**config.mk**
```make
export PLATFORM = sky130hd
export DESIGN_NAME = nfa_query_dispatcher
export DESIGN_NICKNAME = d
export VERILOG_FILES = /design/src/rtl/erbium_dispatch_pkg.sv /design/src/rtl/axis_skid_buffer.sv /design/src/rtl/nfa_query_dispatcher.sv
export SDC_FILE = /design/constraint.sdc
export NUM_CORES = 2
export LEC_CHECK = 0
export CAP_MARGIN = 20
export CORE_AREA = 2 2 606 608
export DETAILED_ROUTE_END_ITERATION = 6
export DIE_AREA = 0 0 608 610
export GPL_TIMING_DRIVEN = 0
export HOLD_SLACK_MARGIN = 0.12
export PLACE_DENSITY_LB_ADDON = 0.05
export REMOVE_ABC_BUFFERS = 1
export SLEW_MARGIN = 20
export SYNTH_ARGS = -nofsm -noshare
export SYNTH_HDL_FRONTEND = slang
export SYNTH_HIERARCHICAL = 1
export SYNTH_SLANG_ARGS = --single-unit
```
**constraint.sdc**
```tcl
create_clock -name aclk -period 2.3 [get_ports aclk]
set_clock_uncertainty 0.05 [all_clocks]
set_input_delay 0.23 -clock aclk [delete_from_list [all_inputs] [get_ports aclk]]
set_output_delay 0.23 -clock aclk [all_outputs]
set_load 0.1 [all_outputs]
```
**src/rtl/erbium_dispatch_pkg.sv**
```systemverilog
// -----------------------------------------------------------------------------
// erbium_dispatch_pkg
// Shared definitions for the NFA/query dispatcher:
//   state_t     - dispatcher FSM states (IDLE, LOAD_NFA, STREAM_QUERY)
//   TTYPE_NFA   - s_axis_ttype value marking NFA edge lines
//   TTYPE_QUERY - s_axis_ttype value marking query lines
// -----------------------------------------------------------------------------
package erbium_dispatch_pkg;

  typedef enum logic [1:0] {
    IDLE         = 2'd0,
    LOAD_NFA     = 2'd1,
    STREAM_QUERY = 2'd2
  } state_t;

  localparam logic TTYPE_NFA   = 1'b0;
  localparam logic TTYPE_QUERY = 1'b1;

endpackage

```
**src/rtl/axis_skid_buffer.sv**
```systemverilog
// -----------------------------------------------------------------------------
// axis_skid_buffer
// Two-entry registered buffer between a valid/ready producer and consumer.
// in_ready is a function of the occupancy register only, so the upstream
// ready never depends combinationally on out_ready. With one entry held and
// out_ready high, a push and a pop happen in the same cycle, giving a
// sustained rate of one word per cycle.
//
// Handshake: a word moves when valid and ready are both high on a rising
// clock edge; a producer holding valid keeps its word stable until it moves.
//
// Ports:
//   clk, rst        clock, synchronous active-high reset (flushes contents)
//   in_valid/ready  upstream handshake
//   in_data  [W]    upstream word
//   out_valid/ready downstream handshake
//   out_data [W]    downstream word (head entry)
// -----------------------------------------------------------------------------
module axis_skid_buffer #(
  parameter int W = 513
) (
  input  logic         clk,
  input  logic         rst,
  input  logic         in_valid,
  output logic         in_ready,
  input  logic [W-1:0] in_data,
  output logic         out_valid,
  input  logic         out_ready,
  output logic [W-1:0] out_data
);

  logic [W-1:0] slot0;  // head entry, always the one presented downstream
  logic [W-1:0] slot1;  // second entry, only occupied when count == 2
  logic [1:0]   count;
  logic         push;
  logic         pop;

  assign in_ready  = (count != 2'd2);
  assign out_valid = (count != 2'd0);
  assign out_data  = slot0;
  assign push      = in_valid && in_ready;
  assign pop       = out_valid && out_ready;

  always_ff @(posedge clk) begin
    if (rst) begin
      count <= 2'd0;
      slot0 <= '0;
      slot1 <= '0;
    end else begin
      case (count)
        2'd0: begin
          if (push) begin
            slot0 <= in_data;
            count <= 2'd1;
          end
        end
        2'd1: begin
          if (push && pop) begin
            slot0 <= in_data;
          end else if (push) begin
            slot1 <= in_data;
            count <= 2'd2;
          end else if (pop) begin
            count <= 2'd0;
          end
        end
        2'd2: begin
          // Full: in_ready is low, so only a pop can happen here.
          if (pop) begin
            slot0 <= slot1;
            count <= 2'd1;
          end
        end
        default: count <= 2'd0;
      endcase
    end
  end

endmodule

```
**src/rtl/nfa_query_dispatcher.sv**
```systemverilog
// -----------------------------------------------------------------------------
// nfa_query_dispatcher
// Splits the typed input stream: NFA edge lines (ttype 0) are written
// sequentially into the edge memory, query lines (ttype 1) are forwarded to
// the matching engine through a 2-entry skid buffer. Reports load completion
// and sticky protocol errors.
//
// Handshake: s_axis and m_axis follow AXI4-Stream rules; a beat transfers on a
// rising edge where valid and ready are both high, and a source holding valid
// keeps its payload stable until the transfer happens.
//
// Optional feature: define DISPATCHER_STATS_EN to add the 32-bit beat counters
// stat_nfa_lines and stat_query_lines (accepted beats per ttype, including
// dropped beats, wrapping).
//
// Ports:
//   aclk, areset           clock, synchronous active-high reset
//   s_axis_*               input stream (tvalid, tready, tdata, tlast, ttype)
//   mem_wr_en/addr/data    registered edge-memory write port
//   nfa_loaded             one-cycle pulse, one cycle after the final write
//   nfa_num_lines          line count of the last completed load
//   nfa_valid              at least one load completed since reset
//   m_axis_*               query output stream (tvalid, tready, tdata, tlast)
//   err_overflow           sticky: load exceeded memory depth
//   err_type               sticky: ttype changed inside a transfer
//   err_no_nfa             sticky: query started with nfa_valid low
//   dbg_state              current FSM state (state_t encoding)
// -----------------------------------------------------------------------------
module nfa_query_dispatcher
  import erbium_dispatch_pkg::*;
#(
  parameter int C_DATA_WIDTH     = 512,
  parameter int C_MEM_ADDR_WIDTH = 10
) (
  input  logic                        aclk,
  input  logic                        areset,
  input  logic                        s_axis_tvalid,
  output logic                        s_axis_tready,
  input  logic [C_DATA_WIDTH-1:0]     s_axis_tdata,
  input  logic                        s_axis_tlast,
  input  logic                        s_axis_ttype,
  output logic                        mem_wr_en,
  output logic [C_MEM_ADDR_WIDTH-1:0] mem_wr_addr,
  output logic [C_DATA_WIDTH-1:0]     mem_wr_data,
  output logic                        nfa_loaded,
  output logic [C_MEM_ADDR_WIDTH:0]   nfa_num_lines,
  output logic                        nfa_valid,
  output logic                        m_axis_tvalid,
  input  logic                        m_axis_tready,
  output logic [C_DATA_WIDTH-1:0]     m_axis_tdata,
  output logic                        m_axis_tlast,
  output logic                        err_overflow,
  output logic                        err_type,
  output logic                        err_no_nfa,
  output logic [1:0]                  dbg_state
`ifdef DISPATCHER_STATS_EN
  ,
  output logic [31:0]                 stat_nfa_lines,
  output logic [31:0]                 stat_query_lines
`endif
);

  state_t state;
  state_t state_next;

  // wr_ptr is one bit wider than the address so it can hold the full depth;
  // its top bit set means the memory is full and further beats are dropped.
  logic [C_MEM_ADDR_WIDTH:0] wr_ptr;
  logic                      mem_full;
  logic                      load_done;   // set with the final write strobe
  logic                      first_beat;  // next accepted query beat is first

  logic accept;
  logic nfa_beat;
  logic query_beat;
  logic type_mismatch;

  logic                    skid_in_valid;
  logic                    skid_in_ready;
  logic                    skid_out_valid;
  logic [C_DATA_WIDTH:0]   skid_out_data;

  assign mem_full  = wr_ptr[C_MEM_ADDR_WIDTH];
  assign dbg_state = state;

  // ---------------------------------------------------------------------------
  // FSM: state register
  // ---------------------------------------------------------------------------
  always_ff @(posedge aclk) begin
    if (areset) begin
      state <= IDLE;
    end else begin
      state <= state_next;
    end
  end

  // ---------------------------------------------------------------------------
  // FSM: next state and input ready
  // ---------------------------------------------------------------------------
  always_comb begin
    state_next    = state;
    s_axis_tready = 1'b0;
    case (state)
      IDLE: begin
        // The first beat is only observed here, not consumed.
        if (s_axis_tvalid) begin
          state_next = (s_axis_ttype == TTYPE_QUERY) ? STREAM_QUERY : LOAD_NFA;
        end
      end
      LOAD_NFA: begin
        s_axis_tready = 1'b1;
        if (s_axis_tvalid && s_axis_tlast) begin
          state_next = IDLE;
        end
      end
      STREAM_QUERY: begin
        s_axis_tready = skid_in_ready;
        if (s_axis_tvalid && skid_in_ready && s_axis_tlast) begin
          state_next = IDLE;
        end
      end
      default: state_next = IDLE;
    endcase
  end

  assign accept        = s_axis_tvalid && s_axis_tready;
  assign nfa_beat      = accept && (state == LOAD_NFA) && (s_axis_ttype == TTYPE_NFA);
  assign query_beat    = accept && (state == STREAM_QUERY) && (s_axis_ttype == TTYPE_QUERY);
  assign type_mismatch = accept && !nfa_beat && !query_beat;

  // Mismatched beats never reach the skid buffer.
  assign skid_in_valid = (state == STREAM_QUERY) && s_axis_tvalid &&
                         (s_axis_ttype == TTYPE_QUERY);

  // ---------------------------------------------------------------------------
  // Load path, status and error flags
  // ---------------------------------------------------------------------------
  always_ff @(posedge aclk) begin
    if (areset) begin
      wr_ptr        <= '0;
      mem_wr_en     <= 1'b0;
      mem_wr_addr   <= '0;
      mem_wr_data   <= '0;
      load_done     <= 1'b0;
      nfa_loaded    <= 1'b0;
      nfa_num_lines <= '0;
      nfa_valid     <= 1'b0;
      first_beat    <= 1'b1;
      err_overflow  <= 1'b0;
      err_type      <= 1'b0;
      err_no_nfa    <= 1'b0;
    end else begin
      mem_wr_en  <= 1'b0;
      load_done  <= 1'b0;
      nfa_loaded <= load_done;

      if (state == IDLE) begin
        wr_ptr     <= '0;
        first_beat <= 1'b1;
      end

      if (nfa_beat) begin
        if (!mem_full) begin
          mem_wr_en   <= 1'b1;
          mem_wr_addr <= wr_ptr[C_MEM_ADDR_WIDTH-1:0];
          mem_wr_data <= s_axis_tdata;
          wr_ptr      <= wr_ptr + 1'b1;
        end else begin
          err_overflow <= 1'b1;
        end
      end

      // tlast ends the load even on a dropped beat; the count then covers only
      // the lines actually written.
      if (accept && (state == LOAD_NFA) && s_axis_tlast) begin
        nfa_valid     <= 1'b1;
        load_done     <= 1'b1;
        nfa_num_lines <= (nfa_beat && !mem_full) ? wr_ptr + 1'b1 : wr_ptr;
      end

      if (accept && (state == STREAM_QUERY)) begin
        first_beat <= 1'b0;
      end

      if (query_beat && first_beat && !nfa_valid) begin
        err_no_nfa <= 1'b1;
      end

      if (type_mismatch) begin
        err_type <= 1'b1;
      end
    end
  end

  // ---------------------------------------------------------------------------
  // Query path
  // ---------------------------------------------------------------------------
  axis_skid_buffer #(
    .W(C_DATA_WIDTH + 1)
  ) u_query_skid (
    .clk      (aclk),
    .rst      (areset),
    .in_valid (skid_in_valid),
    .in_ready (skid_in_ready),
    .in_data  ({s_axis_tlast, s_axis_tdata}),
    .out_valid(skid_out_valid),
    .out_ready(m_axis_tready),
    .out_data (skid_out_data)
  );

  assign m_axis_tvalid = skid_out_valid;
  assign m_axis_tdata  = skid_out_data[C_DATA_WIDTH-1:0];
  assign m_axis_tlast  = skid_out_data[C_DATA_WIDTH];

`ifdef DISPATCHER_STATS_EN
  // ---------------------------------------------------------------------------
  // Beat counters, keyed on the beat's own ttype (dropped beats included)
  // ---------------------------------------------------------------------------
  always_ff @(posedge aclk) begin
    if (areset) begin
      stat_nfa_lines   <= '0;
      stat_query_lines <= '0;
    end else if (accept) begin
      if (s_axis_ttype == TTYPE_NFA) begin
        stat_nfa_lines <= stat_nfa_lines + 32'd1;
      end else begin
        stat_query_lines <= stat_query_lines + 32'd1;
      end
    end
  end
`endif

endmodule
```
* Word-level counts from Yosys, hierarchy flattened
Index checks and enable logic that the tools add are counted.
** Storage, ports and cells
- Output and inout bits :: 1056
- Input port bits :: 518
- Flip-flop bits (word level) :: 1582
- Logic and storage cells :: 93
** Cells by class
- Muxes and demuxes :: 24
- Bitwise operators :: 4
- Equal/unequal tests :: 13
- Reduce and logical (&&, ||, !) cells :: 35
- $add $sub $neg :: 1
** Operator list (number)
- 513-bit two-way mux :: 3
- 513-bit one-hot mux with 3 select lines :: 1
- 11-bit two-way mux :: 4
- 1-bit logical AND :: 19
- 2-bit two-way mux :: 9
- 2-bit one-hot mux with 3 select lines :: 2
- 11-bit by 1-bit adder with 11-bit output, second input constant :: 1
- 2-bit inequality test, second input constant :: 5
- 4-bit AND reduction :: 2
- 2-bit by 1-bit inequality test with 1-bit output, second input constant :: 3
- 3-bit AND reduction :: 2
- 2-bit by 1-bit equality test with 1-bit output, second input constant :: 2
- 2-bit equality test, second input constant :: 2
- 1-bit logical NOT :: 4
- 2-bit logical NOT :: 2
- 1-bit two-way mux :: 4
- 1-bit NOT :: 4
- 2-bit AND reduction :: 2
- 2-bit nonzero test :: 2
- 3-bit by 1-bit inequality test with 1-bit output, second input constant :: 1
- 3-bit nonzero test :: 1
- 1-bit one-hot mux with 2 select lines :: 1
- 2-bit OR reduction :: 1

* Logic depth before layout (Yosys ltp)
- Depth after elaboration :: 8
- Mapped depth :: 9
- Mapped depth without buffers :: 6

* By module
The synthesis kept the hierarchy.
** By module, submodules not included
- axis_skid_buffer :: cells an instance 5205, area an instance 42105.4 um^2, seq. area each 20579.7 um^2, times used 1
- nfa_query_dispatcher :: cells an instance 2445, area an instance 19313.5 um^2, seq. area each 11090.6 um^2, times used 1

* Worst setup path before layout
Ideal clock, no wire load.
- Path kind :: flip-flop to output port
- Start :: register state[0], in the netlist dbg_state[0]
- End :: output port s_axis_tready
- Data required time :: 2.020 ns
- Path buffers :: 0
- Arrival time :: 2.945 ns
- Stages on the path, launching flop included :: 4
- Slack :: -0.925 ns
- Path through :: dfxtp_1 inv_1 ha_1 nor2b_1
** Between the ends
- Longest elaborated chain between the ends :: 2
- Elaborated cells on any way between the ends :: 3
- Classes of those cells :: eq/ne (2); mux (1)
** Ends and longest elaborated chain
- start: declaration :: line nfa_query_dispatcher.sv:63 : state_t state;
- start signal: assignment :: line nfa_query_dispatcher.sv:93 : state <= state_next;
- 2-bit equality test / 2-bit by 1-bit equality test with 1-bit output (equally long branches) :: line nfa_query_dispatcher.sv:103 : case (state)
- 1-bit one-hot mux with 2 select lines * :: line nfa_query_dispatcher.sv:103
- end: declaration :: line nfa_query_dispatcher.sv:38 : output logic s_axis_tready,
Mark *: on every way between the ends. The rest lies on a longest branch, timed or not.

* Worst setup path in the final report
- Start :: register u_query_skid.count[0]
- End :: output port s_axis_tready
** Between the ends
- Longest elaborated chain between the ends :: 2
** Ends and longest elaborated chain
- start: declaration :: line axis_skid_buffer.sv:34 : logic [1:0] count;
- start signal: assignment :: line axis_skid_buffer.sv:46 : count <= 2'd0;
- start signal: assignment :: line axis_skid_buffer.sv:54 : count <= 2'd1;
- start signal: assignment :: line axis_skid_buffer.sv:62 : count <= 2'd2;
- 2-bit inequality test :: line axis_skid_buffer.sv:38 : assign in_ready = (count != 2'd2);
- via skid_in_ready :: line nfa_query_dispatcher.sv:79 : logic skid_in_ready;
- 1-bit one-hot mux with 2 select lines :: line nfa_query_dispatcher.sv:103
The timed path passes the listed nets, and every way through them passes these cells.

==> metrics.md <==
| Metric | Value |
|---|---|
| Outcome | finished with violations |
| Violations in the final reports | negative setup slack |
| Total die area | around 370000 um2 |
| FF-to-FF Start | dbg_state[0] |
| Combined area of all synthesized cells | around 61000 um2 |
| Asr flop ratio synth | 0% |
| DRC Markers | 0 |
| Max-Slew Margin vs Limit | ~15% |
| Global-route met2 utilization | between 30 and 40% |
| Number of design-rule violations left by the first detailed-router iteration | approximately 4200 |
| Slew Limit Fails | 0 |
| Worst Min Path Start | s_axis_tdata[374] |
| Sinks on Clock Net | 1582 |
| Die W | 608 um |
| Initial Util | between 10% and 20% |
| Placeable core region | 364000 um2 |
| Combinational Power Share | around 16% |
| Clock Pin Slew Worst Setup and Hold Paths | ~0.06 ns |
| Final setup slack of the worst path | -0.438 ns |
| Deepest clock path buffer count | 4 |
| Unique cell type count in the Yosys netlist | slightly below 50 |
| Number of enable-type register cells in the synthesized netlist | 0 |
| Post-detailed-route wirelength per cell | 29.2 um |
| Hold path cells | 3 |
| Sequential power share | 38.6% |
| Deepest level of the CTS H-tree | 4 |
| WP data required | slightly above 2 ns |
| Net switching component of the power | around 23000 uW |
| Worst supply voltage drop on vdd | between 0.0006 and 0.0007 V |
| Final net count | about 11000 |
| Worst Hold Class | in2reg |
| Seq cells post-synth | 1582 |
| Met3 track demand over resource | approximately 5.1% |
| Remaining Overflow, GRT | 0 |
| Number of standard cells after synthesis | between 7000 and 8000 |
| Switching power as a share of total power | 31.0% |
| Transition time of the tightest slew-check pin | 1.27 ns |
| Clock period minus worst slack | ~2.7 ns |
| Sequential element share of the synthesized area | 51.6% |
| Capturing point of the worst reg2reg path | u_query_skid/out_data[103] |
| Overall Global Routing Usage | about a fifth |
| Yosys warns | 6 |
| Leading register cell type out of synthesis | dfxtp_1 |
| CTS root buf | clkbuf_16 |
| Proportion of synthesized area in mux cells | less than 1% |
| Wire length of the first global-routing pass | about 540000 um |
| Power share of the clock group | between 40% and 50% |
| Std-Cell Rows | roughly 220 |
| Number of port buffers | roughly 1600 |
| Cell-internal power | a little over 50000 uW |
| Most common library cell in the layout ignoring fill and taps | nand2_1 |
| Startpoint class of the critical path | register |
| Average footprint of a synthesized cell | roughly 8 um2 |
| Final weighted congestion in routability-driven placement | about 0.76 |
| Total number of vias | just under 70000 |
| Data arrival, critical path | around 2.5 ns |
| Complex-gate fraction of the synthesized area | 22.7% |
| Global routing met1 resource utilization | about 24% |
| Area of all sequential standard cells | around 32000 um2 |
| Share of the clock period used by the worst path after layout | 119% |
| Simple-gate portion of the synthesized area | 19.7% |
| Count of nets left with antenna violations after detail routing | 0 |
| Dominant combinational cell family by area after synthesis | compound AO/OA/AOI/OAI gates |
| Final wirelength | between 400000 and 500000 um |
| Share of layout cells above drive strength 1 | roughly 28% |
| Vias per cell | about 4.5 |
| Setup repair after global routing missed its margin | yes |
| Max FO, Critical Path | 3 |
| Adder-Cell Fraction of Synth Area | less than 1% |
| Cell area power density | slightly below 700 nW/um2 |
| Max Freq | around 0.37 GHz |
| Total CTS buffers | between 200 and 250 |
| Pre-Repair DR Iteration Count | 6 |
| Overall die height | just over 600 um |
| Worst skew pair latency | 0.92 ns |
| Endpoint of the worst hold path | mem_wr_data[374] |
| Vias in the first global route | between 60000 and 70000 |
| Category of the most critical setup path | reg2out |
| Final count of negative-setup-slack endpoints | ~1500 |
| Worst-case hold slack | 0.169 ns |
| Worst Setup End Kind | output port |
| Busiest metal layer after global routing | met2 |
| Fin. Hold Viols | 0 |
| R2r setup slk | -0.35 ns |
| Number of placed I/O pins | around 1600 |
| Fill cell instance count of the final layout | ~39000 |
| XOR/XNOR share of the synthesized area | less than 1% |
| Synth-to-Final Area Change | 74.9% |
| Multi-input gate area | between 30000 and 40000 um2 |
| Leading cell types in the layout, fill and taps excluded | nand2_1, dfxtp_1, a21oi_1 |
| Post-route core utilization | around 29% |
| Reg2Reg Depth | 15 |
| Clock tree from TritonCTS | built |
| Half-perimeter wire length after placement | around 250000 um |
| Number of antenna violations at the first check in global routing | 51 |
| Leakage power total | approximately 0.040 uW |
| Maximum number of pins on one net before global-route repair | roughly 150 |
| Reported max-cap violation count | 0 |
cell type report:
| cell class | instances | share of cell area [%] |
|---|---|---|
| inverters | 9 | 0.0641 |
| clock buffers | 330 | 5.85 |
| multi-input cells | 5306 | 28.7 |
| clock inverters | 33 | 0.317 |
| diodes | 9 | 0.0210 |
| repair inverters | 2 | 0.0303 |
| flip-flops and latches | 1582 | 29.5 |
| well taps | 4816 | 5.61 |
| repair buffers | 2908 | 29.9 |
kinds of logic after synthesis:
kind of cell               Yosys count
xor gates and xnor gates             6
muxes                                2
DFF                               1582
AOI/OAI and AO/OA                 2106
buffers and inverters              765
adders and majority gates            4
and+or+nand+nor                   3185
state kept, by name (all words and copies together), names as in the netlist:
register / cells
u_query_skid/count: 2
mem_wr_data: 512
u_query_skid/slot1: 513
nfa_num_lines: 11
err_overflow: 1
wr_ptr: 11
dbg_state: 2
nfa_valid: 1
u_query_skid/out_data: 513
err_no_nfa: 1
mem_wr_en: 1
mem_wr_addr: 10
first_beat: 1
nfa_loaded: 1
err_type: 1
load_done: 1
Yosys cell counts, types with 8 or more instances:
library cell / number / area share (%)
clkbuf_1: 446 / 2.7
buf_4: 11 / 0.13
buf_6: 45 / 0.83
nor2_1: 28 / 0.17
inv_1: 8 / 0.049
dfxtp_1: 1582 / 52
a311oi_1: 499 / 7.1
buf_1: 22 / 0.13
buf_2: 232 / 1.9
nand2_1: 3108 / 19
a211oi_1: 524 / 6.4
a21oi_1: 1048 / 8.5
a311oi_2: 20 / 0.49
worst max-delay path, stage by stage (launching register included):
cell and delay [ns]:
dfxtp_4 0.34, and2b_4 0.27, buf_16 0.13, buf_16 0.13, clkinv_16 0.05, buf_16 0.12
buf_16 0.14, a21oi_4 0.14, nor2b_4 0.07, buf_12 0.17
routing by layer:
layer / share of wire (%) / up-vias
met1: 41 / 33900
met3: 6.1 / 577
met4: 3.8 / 20
met5: 0.027 / -
li1: - / 31200
met2: 49 / 2051
power groups by stage:
stage,combinational (uW),sequential [uW],clock [uW]
2_1_floorplan,1730,32600,0
6_report,11800,28300,33100
5_1_grt,12200,28300,35300
3_5_place_dp,9680,28800,0
4_1_cts,11000,28200,34400
3_3_place_gp,8000,28700,0
per-stage QoR:
step                power (uW)  setup slack, ns  TNS [ns]  area (um2)  cells
floorplan                34300           -35.12         -       57900   6894
global placement         36700           -92.14         -       79700  13300
detailed placement       38500            -2.50  -2081.31       83500  13500
CTS                      73700           -0.564   -730.17       99700  14600
global route             75800           -0.574   -385.65      107000  15000
finish                   73200           -0.438   -258.41      107000  15000
what timing repair did:
action | 4_1_cts | 5_1_grt
resized for setup | 568 | 2627
hold buffers | 529 | 0
setup buffers | 118 | 229
pin swaps | 32 | 508
endpoints found under the hold margin | 1523 | 0
setup endpoints to repair | 2464 | 2266
gates cloned | 84 | 183
worst max-delay path by stage:
stage	startpoint	to	depth (start not counted)
after floorplan	dbg_state[1]	u_query_skid/slot1[0]	5
after global placement	m_axis_tready	u_query_skid/slot1[264]	4
after detailed placement	u_query_skid/count[0]	s_axis_tready	9
after CTS	u_query_skid/count[0]	s_axis_tready	9
after global routing	u_query_skid/count[0]	s_axis_tready	9
final	u_query_skid/count[0]	s_axis_tready	9
(Power assumes the default switching activity.)
